<file path="config.mk">
export PLATFORM = sky130hd
export DESIGN_NAME = timing_config_ctrl
export DESIGN_NICKNAME = d
export VERILOG_FILES = /design/src/rtl/timing_config_ctrl.sv
export SDC_FILE = /design/constraint.sdc
export NUM_CORES = 1
export LEC_CHECK = 0
export CORE_MARGIN = 10
export CORE_UTILIZATION = 30
export DETAILED_ROUTE_END_ITERATION = 10
export PLACE_DENSITY = 0.52
export SLEW_MARGIN = 5
export SYNTH_ARGS = -nofsm -noshare
export SYNTH_HDL_FRONTEND = slang
export SYNTH_SLANG_ARGS = --single-unit
export TNS_END_PERCENT = 1
</file>
<file path="constraint.sdc">
create_clock -name clk -period 3.3 [get_ports clk]
set_clock_uncertainty 0.05 [all_clocks]
set_input_delay 0.66 -clock clk [delete_from_list [all_inputs] [get_ports clk]]
set_output_delay 0.66 -clock clk [all_outputs]
set_load 0.01 [all_outputs]
</file>
<file path="src/rtl/timing_config_ctrl.sv">
// rtl/timing_config_ctrl.sv - shadow/active video timing register set with frame-synchronous commit
// Optional consistency check of the shadow set before commit: define TCFG_CHECK_EN.
module timing_config_ctrl (
    input  logic        clk,
    input  logic        rst_n,
    input  logic        wr_en,
    input  logic [3:0]  wr_addr,
    input  logic [22:0] wr_data,
    input  logic        commit,
    input  logic        abort,
    input  logic        frame_start,
    output logic [11:0] h_total,
    output logic [11:0] h_size,
    output logic [10:0] h_sync,
    output logic [10:0] h_start,
    output logic [10:0] v_total,
    output logic [10:0] v_size,
    output logic [9:0]  v_sync,
    output logic [9:0]  v_start,
    output logic [22:0] vs_reset,
    output logic        gen_rst_n,
    output logic        busy,
    output logic        done,
    output logic        err
);

    typedef enum logic [1:0] {
        IDLE       = 2'd0,
        CHECK      = 2'd1,
        WAIT_FRAME = 2'd2
    } state_t;

    state_t state, state_nxt;

    logic [11:0] sh_h_total;
    logic [11:0] sh_h_size;
    logic [10:0] sh_h_sync;
    logic [10:0] sh_h_start;
    logic [10:0] sh_v_total;
    logic [10:0] sh_v_size;
    logic [9:0]  sh_v_sync;
    logic [9:0]  sh_v_start;
    logic [22:0] sh_vs_reset;

    logic load_active;
    logic done_nxt;
    logic cfg_ok;

    // Shadow set only accepts host writes while no commit is in flight.
    always_ff @(posedge clk or negedge rst_n) begin
        if (!rst_n) begin
            sh_h_total  <= '0;
            sh_h_size   <= '0;
            sh_h_sync   <= '0;
            sh_h_start  <= '0;
            sh_v_total  <= '0;
            sh_v_size   <= '0;
            sh_v_sync   <= '0;
            sh_v_start  <= '0;
            sh_vs_reset <= '0;
        end else if (wr_en && state == IDLE) begin
            case (wr_addr)
                4'd0:    sh_h_total  <= wr_data[11:0];
                4'd1:    sh_h_size   <= wr_data[11:0];
                4'd2:    sh_h_sync   <= wr_data[10:0];
                4'd3:    sh_h_start  <= wr_data[10:0];
                4'd4:    sh_v_total  <= wr_data[10:0];
                4'd5:    sh_v_size   <= wr_data[10:0];
                4'd6:    sh_v_sync   <= wr_data[9:0];
                4'd7:    sh_v_start  <= wr_data[9:0];
                4'd8:    sh_vs_reset <= wr_data;
                default: ;
            endcase
        end
    end

`ifdef TCFG_CHECK_EN
    logic [12:0] h_end;
    logic [11:0] v_end;

    assign h_end  = {2'b00, sh_h_start} + {1'b0, sh_h_size};
    assign v_end  = {2'b00, sh_v_start} + {1'b0, sh_v_size};
    assign cfg_ok = (sh_h_total >= 12'd2) && (sh_v_total >= 11'd2) &&
                    ({1'b0, sh_h_sync} < sh_h_total) &&
                    ({1'b0, sh_v_sync} < sh_v_total) &&
                    (h_end <= {1'b0, sh_h_total}) &&
                    (v_end <= {1'b0, sh_v_total});
`else
    assign cfg_ok = 1'b1;
`endif

    always_ff @(posedge clk or negedge rst_n) begin
        if (!rst_n) begin
            state <= IDLE;
        end else begin
            state <= state_nxt;
        end
    end

    always_comb begin
        state_nxt   = state;
        load_active = 1'b0;
        done_nxt    = 1'b0;
        case (state)
            IDLE: begin
                if (commit) begin
                    state_nxt = CHECK;
                end
            end
            CHECK: begin
                if (!cfg_ok) begin
                    state_nxt = IDLE;
                end else if (!gen_rst_n) begin
                    // Generator is still held, so nothing is being scanned out: load at once.
                    load_active = 1'b1;
                    done_nxt    = 1'b1;
                    state_nxt   = IDLE;
                end else begin
                    state_nxt = WAIT_FRAME;
                end
            end
            WAIT_FRAME: begin
                if (abort) begin
                    state_nxt = IDLE;
                end else if (frame_start) begin
                    load_active = 1'b1;
                    done_nxt    = 1'b1;
                    state_nxt   = IDLE;
                end
            end
            default: state_nxt = IDLE;
        endcase
    end

    // The whole active set moves on one edge so the generator never sees a mixed set.
    always_ff @(posedge clk or negedge rst_n) begin
        if (!rst_n) begin
            h_total   <= '0;
            h_size    <= '0;
            h_sync    <= '0;
            h_start   <= '0;
            v_total   <= '0;
            v_size    <= '0;
            v_sync    <= '0;
            v_start   <= '0;
            vs_reset  <= '0;
            gen_rst_n <= 1'b0;
            done      <= 1'b0;
        end else begin
            done <= done_nxt;
            if (load_active) begin
                h_total   <= sh_h_total;
                h_size    <= sh_h_size;
                h_sync    <= sh_h_sync;
                h_start   <= sh_h_start;
                v_total   <= sh_v_total;
                v_size    <= sh_v_size;
                v_sync    <= sh_v_sync;
                v_start   <= sh_v_start;
                vs_reset  <= sh_vs_reset;
                gen_rst_n <= 1'b1;
            end
        end
    end

`ifdef TCFG_CHECK_EN
    always_ff @(posedge clk or negedge rst_n) begin
        if (!rst_n) begin
            err <= 1'b0;
        end else begin
            err <= (state == CHECK) && !cfg_ok;
        end
    end
`else
    assign err = 1'b0;
`endif

    assign busy = (state != IDLE);

endmodule
</file>
# Word-level counts from Yosys, hierarchy flattened
# Cells that the tools add are included.
# op_classes
n_eq_ne	12
reduce_logical	14
mux	9
# op_table
operator	count
$reduce_and 2->1	10
$eq 4x3->1 const B	4
$eq 4x2->1 const B	2
$mux 2	4
$pmux 2 s3	1
$eq 4x1->1 const B	1
$eq 4x4->1 const B	1
$logic_not 4->1	1
$mux 1	3
$ne 3x3->1 const B	1
$eq 2x1->1 const B	1
$eq 2x2->1 const B	1
$logic_not 2->1	1
$ne 2x2->1 const B	1
$pmux 1 s2	1
$reduce_bool 2->1	1
$logic_and 1x1->1	1
# totals
wordCells	56
regBits	226
output_inout_bits	115

# Depth between registers and ports, before layout
# Gate-level depths: netlist of the first run.
# logic_depth
word_depth	3
depth_mapped	7

# Least setup slack after synthesis of the first run
# No wires, ideal clock.
# synth_path
path_kind	input-to-reg
start	input abort
end	register h_size[0]
stages	5
t_required_ps	3125
t_arrival_ps	1672
path_buffers	2
setup_time_ps	125
path_slack_ps	1453
path_cell_list	nand2b_1 o21ai_2 buf_4 buf_6 mux2_2
# synth_via
elab_chain_len	2
# synth_rtl
element	line	text
start, declared	10	input logic abort,
$mux 1	123	if (abort) begin
$pmux 1 s2	104	case (state)
end signal, assigned	153	h_size <= sh_h_size;
end, declared	13	output logic [11:0] h_size,
# No other way between the ends.
# A chain may end at the register's enable or synchronous reset.

# Worst setup path after layout of the first run
# layout_path
start	register state[0]
end	output busy
# layout_via
elab_chain_len	1
# layout_rtl
element	line	text
start, declared	33	state_t state, state_nxt;
start signal, assigned	96	state <= state_nxt;
$reduce_bool 2->1	178	assign busy = (state != IDLE);
end, declared	22	output logic busy,
# No other way between the ends.

==> results.py, run 1 <==
metrics = {
    "power": {
        "leakage_nw": 5.302,
        "power_switching_w": 0.002591,
        "vdd_drop_max_v": 0.0004586,
        "switching_share_pct": 26.03,
        "seqPwrFrac_pct": 44.2,
        "comb_power_share_pct": 25.9,
        "powerDensity_nw_per_um2": 870.2,
        "p_int_w": 0.007363,
        "clkPwrFrac_pct": 29.9,
    },
    "grt": {
        "grt_usage_pct": 11.94,
        "antenna_found_initial": 0,
        "grt-ovfl-total": 0,
        "grt_start_max_net_pins": 99,
        "grt_pass1_vias": 5373,
        "grt_pass1_wl_microns": 33240,
    },
    "timing": {
        "worstMarginPinSlew_ns": 0.8242,
        "finalCritPeriodShare_pct": 79.93,
        "finalHoldViolCount": 0,
        "slew_viol_final": 0,
        "period_needed_ns": 2.638,
        "fmax_mhz": 379.1,
        "slew_headroom_pct": 44.88,
        "setup_tns_ns": 0,
        "rsz0062_at_grt": "false",
        "setup_viol_count_final": 0,
    },
    "cts": {
        "clkLatencyLatePin_ns": 0.52,
        "cts_tree": "yes",
        "clk_path_buf_depth": 3,
        "cts_max_level": 1,
        "numCtsBuffers": 26,
        "cts_num_sinks": 226,
        "postCtsHoldBufs": 0,
        "cts_resized": 0,
        "cts_setup_buffers": 0,
        "cts_root_buffer": "clkbuf_16",
        "cts.clk_slew.worst_paths_ns": 0.06,
    },
    "synthesis": {
        "synth_top_area_cell": "dfrtp_1",
        "synth_edf_count": 0,
        "yosysMostFrequentCell": "dfrtp_1",
        "syn-cell-area_sq_um": 8583,
        "synth_commonest_cells": "dfrtp_1, mux2_2, buf_2",
        "synth_seq_cells": 226,
        "synth_top_area_share_pct": 65.89,
        "ys_seq_area_share_pct": 65.89,
        "synthArstFlopShare_pct": 100.0,
        "postSynthCellCount": 502,
        "synth_nets": 539,
        "yosysWarnings": 0,
        "synth.top_cells.by_area": "dfrtp_1, mux2_2, buf_6",
        "ys.flop_type": "dfrtp_1",
        "syn_avg_cell_area_sq_um": 17.10,
        "ys_types": 26,
    },
    "final_layout": {
        "area_delta_synth_final_pct": 33.25,
        "design_area_sq_um": 11440,
        "antenna_cells": 0,
        "nets": 705,
        "drive_gt1_share_pct": 41.57,
    },
    "routing": {
        "vias": 4758,
        "drt_wl_total_microns": 21690,
        "top_layer": "met4",
        "met3_length_microns": 1511,
        "routed-wl-met2_microns": 10210,
        "wl_met1_microns": 9399,
        "wl_per_cell_microns": 20.35,
        "drc": 0,
        "ant_nets": 0,
        "firstDrtPassIters": 4,
        "viasPerCell": 4.463,
        "drtIter0Drc": 169,
    },
    "worst_setup_path": {
        "path_max_fanout": 4,
        "crit_start": "state[0]",
        "critPathRequiredTime_ns": 2.59,
        "endpoint_kind": "output pin",
        "crit_type": "flop to output pin",
        "rr_startpoint": "state[0]",
        "arrival_ns": 1.93,
        "crit_path_start_kind": "flop",
    },
    "die": {
        "core_sq_um": 28010,
        "start_util_pct": 30.64,
        "die_w_microns": 189.1,
        "num_rows": 61,
        "die_y_microns": 189.1,
        "num_io_pins": 148,
        "dieArea_sq_um": 35780,
    },
    "placement": {
        "detailed_place_hpwl_microns": 14670,
        "place_congestion": 0.7170,
        "portBuffers": 146,
        "place_area_sq_um": 10540,
    },
    "worst_hold_path": {
        "holdCritPathClass": "input pin to async pin",
    },
    "flow_run": {
        "max_cap_violations": 0,
    },
    "run_status": {
        "status": "complete, no violations",
    },
}
placed cells by master (no fill, tap or decap), drive strengths merged, types with 2 or more instances in the layout:
| cell | n |
|---|---|
| inv | 3 |
| ha | 4 |
| clkbuf | 37 |
| mux2 | 223 |
| nand3b | 4 |
| dfrtp | 226 |
| nand2 | 4 |
| and3 | 2 |
| clkinv | 7 |
| bufinv | 4 |
| buf | 16 |
| clkdlybuf4s50 | 145 |
final timing paths:
kind                       cells past startpoint        endpoint  slack [ns]
max in group asynchronous                      2      v_total[5]        2.12
min reg2reg                                    1  sh_vs_reset[2]        0.45
max                                            4            busy        0.66
max reg2reg                                    6       v_sync[3]        1.08
min                                            1     vs_reset[5]        0.10
min in group clk                               1  sh_vs_reset[2]        0.45
metal layers:
| layer | GRT usage (%) | up-vias |
|---|---|---|
| li1 | - | 2103 |
| met1 | 15.22 | 2496 |
| met2 | 19.28 | 124 |
| met3 | 3.510 | 35 |
| met4 | 3.327 | 0 |
| met5 | 0 | - |
power groups by stage:
stage | Clock [W] | Combinational, W | Sequential [W]
2_1_floorplan | 0 | 0.00114 | 0.00448
3_3_place_gp | 0 | 0.00256 | 0.00440
3_5_place_dp | 0 | 0.00264 | 0.00446
4_1_cts | 0.00307 | 0.00265 | 0.00442
5_1_grt | 0.00320 | 0.00279 | 0.00454
6_report | 0.00297 | 0.00258 | 0.00440
critical path: stages (launching register included):
cell             delay, ns
dfrtp_1               0.38
inv_1                 0.09
ha_1                  0.28
inv_1                 0.12
clkdlybuf4s50_1       0.54
state kept, by name, summed over array words and instances (netlist names):
register     cells
sh_h_sync       11
sh_v_total      11
sh_h_total      12
v_sync          10
sh_v_sync       10
h_size          12
state            2
h_start         11
sh_v_size       11
h_sync          11
sh_h_start      11
done             1
vs_reset        23
sh_vs_reset     23
gen_rst_n        1
sh_h_size       12
h_total         12
v_start         10
sh_v_start      10
v_size          11
v_total         11
cells by family (layout without fill, tap and decap cells):
kind of cell / after synthesis / count (layout) / synth area share (%)
compound gates: 2 / 2 / 0.2041
other cells: 1 / 1 / 0.04369
flops: 226 / 226 / 65.89
simple gates: 19 / 19 / 1.531
mux: 224 / 224 / 29.42
fa+ha+maj: 4 / 4 / 0.5831
buf+inv: 26 / 212 / 2.332
final cells by class:
type	count	area (sq um)
Inverter	3	11.26
Fill cell	2562	16570
Tap cell	378	473.0
Timing Repair Buffer	161	1654
Multi-Input combinational cell	250	2745
Clock inverter	11	155.1
Sequential cell	226	5655
Clock buffer	37	743.2
through the flow:
| stage | setup slack (ns) | hold WS (ns) | utilization [%] | power [W] | instances |
|---|---|---|---|---|---|
| 2_1_floorplan | 1.453 | 0.3144 | - | 0.005622 | 502 |
| 3_3_place_gp | 0.6573 | 0.4271 | 37.62 | 0.006966 | 1018 |
| 6_report | 0.6622 | 0.1017 | 40.83 | 0.009953 | 1066 |
| 4_1_cts | 0.6269 | 0.1575 | 40.83 | 0.01014 | 1066 |
| 3_5_place_dp | 0.6185 | 0.4377 | 37.62 | 0.007102 | 1018 |
| 5_1_grt | 0.5563 | 0.1707 | 40.83 | 0.01053 | 1066 |
No activity file was read; power rests on OpenSTA's default activity.
==> inputs of run 2 (changes only) <==
clock period = 2.75 ns   (was 3.3 ns; I/O delays follow)
==> results.py, run 2 (synthesized netlist as in run 1, its figures left out) <==
metrics = {
    "final_layout": {
        "nets": 705,
        "fin_util_pct": 40.38,
        "drive_gt1_share_pct": 41.25,
        "final_cells": 1065,
        "reg_top3": "sh_vs_reset (23), vs_reset (23)",
        "area_delta_synth_final_pct": 31.78,
        "final_common_cell": "dfrtp_1",
        "design_area_sq_um": 11310,
        "final_cell_mix": "dfrtp_1, mux2_2, clkdlybuf4s50_1",
    },
    "timing": {
        "slew_viol_final": 0,
        "setup_tns_ns": 0,
        "period_needed_ns": 2.565,
        "slew_headroom_pct": 47.17,
        "fmax_mhz": 389.9,
        "worstMarginPinSlew_ns": 0.7900,
        "finalCritPeriodShare_pct": 93.27,
        "rsz0062_at_grt": "false",
        "finalHoldViolCount": 0,
        "setup_viol_count_final": 0,
    },
    "die": {
        "num_io_pins": 148,
        "die_y_microns": 189.1,
        "num_rows": 61,
        "die_w_microns": 189.1,
        "core_sq_um": 28010,
        "dieArea_sq_um": 35780,
        "start_util_pct": 30.64,
    },
    "worst_setup_path": {
        "rr_startpoint": "state[1]",
        "crit_family": "buffers and inverters",
        "ff2ff_setup_slack_ns": 0.60,
        "crit_type": "flop to output pin",
        "path_max_fanout": 4,
        "r2r-end": "sh_v_start[2]",
        "cp.buffers_inverters": 3,
        "crit_chain": "inv_1 > ha_1 > inv_1 > clkdlybuf4s50_1",
        "critPathRequiredTime_ns": 2.15,
        "arrival_ns": 1.97,
        "r2r_cells": 5,
        "crit_path_start_kind": "flop",
        "endpoint_kind": "output pin",
        "critPathSlowestCell": "clkdlybuf4s50_1",
        "max_stage_delay_ns": 0.50,
        "cp_common_cell": "inv_1",
    },
    "routing": {
        "firstDrtPassIters": 4,
        "wl_per_cell_microns": 20.04,
        "vias": 4729,
        "ant_nets": 0,
        "viasPerCell": 4.440,
        "drtIter0Drc": 115,
        "drt_wl_total_microns": 21340,
        "drc": 0,
    },
    "worst_hold_path": {
        "hp-start": "sh_h_start[8]",
        "holdCritPathClass": "flop to flop",
        "min_path_cells": 1,
        "holdPathEnd": "h_start[8]",
    },
    "grt": {
        "antenna_found_initial": 1,
        "grt_pass1_wl_microns": 32950,
        "grt-ovfl-total": 0,
        "grt_usage_pct": 11.77,
        "grt_start_max_net_pins": 70,
        "grt_pass1_vias": 5387,
    },
    "placement": {
        "place_congestion": 0.7214,
        "portBuffers": 146,
        "detailed_place_hpwl_microns": 14350,
        "place_area_sq_um": 10500,
        "dpl.cell_count": 1016,
    },
    "cts": {
        "cts_tree": "yes",
        "cts_root_buffer": "clkbuf_16",
        "cts_resized": 0,
        "postCtsHoldBufs": 1,
        "clkLatencyLatePin_ns": 0.51,
        "cts_setup_buffers": 0,
        "numCtsBuffers": 27,
        "cts_num_sinks": 226,
        "cts_max_level": 1,
        "clk_path_buf_depth": 3,
        "cts.clk_slew.worst_paths_ns": 0.06,
    },
    "power": {
        "leakage_nw": 5.242,
        "powerDensity_nw_per_um2": 1020,
        "vdd_drop_max_v": 0.0004346,
        "power_w": 0.01154,
    },
    "flow_run": {
        "max_cap_violations": 0,
    },
    "run_status": {
        "status": "complete, no violations",
    },
}
run 2: changes by cell type in the layout (fill, tap and decap cells not counted):
cell           previous run  this run
dlygate4sd3_1             0         1
inv_8                     0         1
clkinv_2                  7         9
buf_12                    6         4
bufinv_16                 4         0
diode_2                   0         1
run 2: layout make-up:
type	count	area, sq um
Timing Repair Buffer	160	1624
Clock inverter	10	56.30
Clock buffer	37	743.2
Inverter	3	11.26
Sequential cell	226	5655
Antenna cell	1	2.502
Tap cell	378	473.0
Fill cell	2604	16700
Multi-Input combinational cell	250	2745
run 2: through the flow:
stage / hold WS, ns / setup slack (ns)
2_1_floorplan: 0.2044 / 0.9914
4_1_cts: 0.4514 / 0.1524
5_1_grt: 0.4612 / 0.06009
3_3_place_gp: 0.4287 / 0.3835
6_report: 0.4495 / 0.1850
3_5_place_dp: 0.4389 / 0.3552
run 2: worst max path at each step:
stage / slack (ns) / cells past startpoint / startpoint / to
global placement: 0.38 / 5 / wr_addr[0] / sh_h_size[4]
global route: 0.06 / 4 / state[1] / busy
CTS: 0.15 / 4 / state[1] / busy
detailed placement: 0.36 / 5 / abort / h_sync[0]
floorplan: 0.99 / 6 / state[0] / sh_h_size[10]
finish: 0.18 / 4 / state[1] / busy
run 2: worst register-to-register path: cells and delay by family (launching register included):
family / cells / cell delay (ns)
multiplexers: 1 / 0.40
AND/OR/NAND/NOR: 2 / 0.73
flip-flops: 1 / 0.39
buffers and inverters: 1 / 0.14
adder cells (fa/ha/maj): 1 / 0.34
run 2: routing by layer:
layer	vias to the layer above	track usage, %	part of all wire (%)
met5	-	0	0
met4	0	2.595	1.4
met3	21	3.179	6.4
met2	127	18.95	47
met1	2475	15.51	46
li1	2106	-	-
run 2: where the power goes:
part / total, W / switching (W) / internal (W)
sequential: 0.00527 / 0.000659 / 0.00462
combinational: 0.00308 / 0.00112 / 0.00196
clock: 0.00318 / 0.00130 / 0.00188
total: 0.0115 / 0.00308 / 0.00846
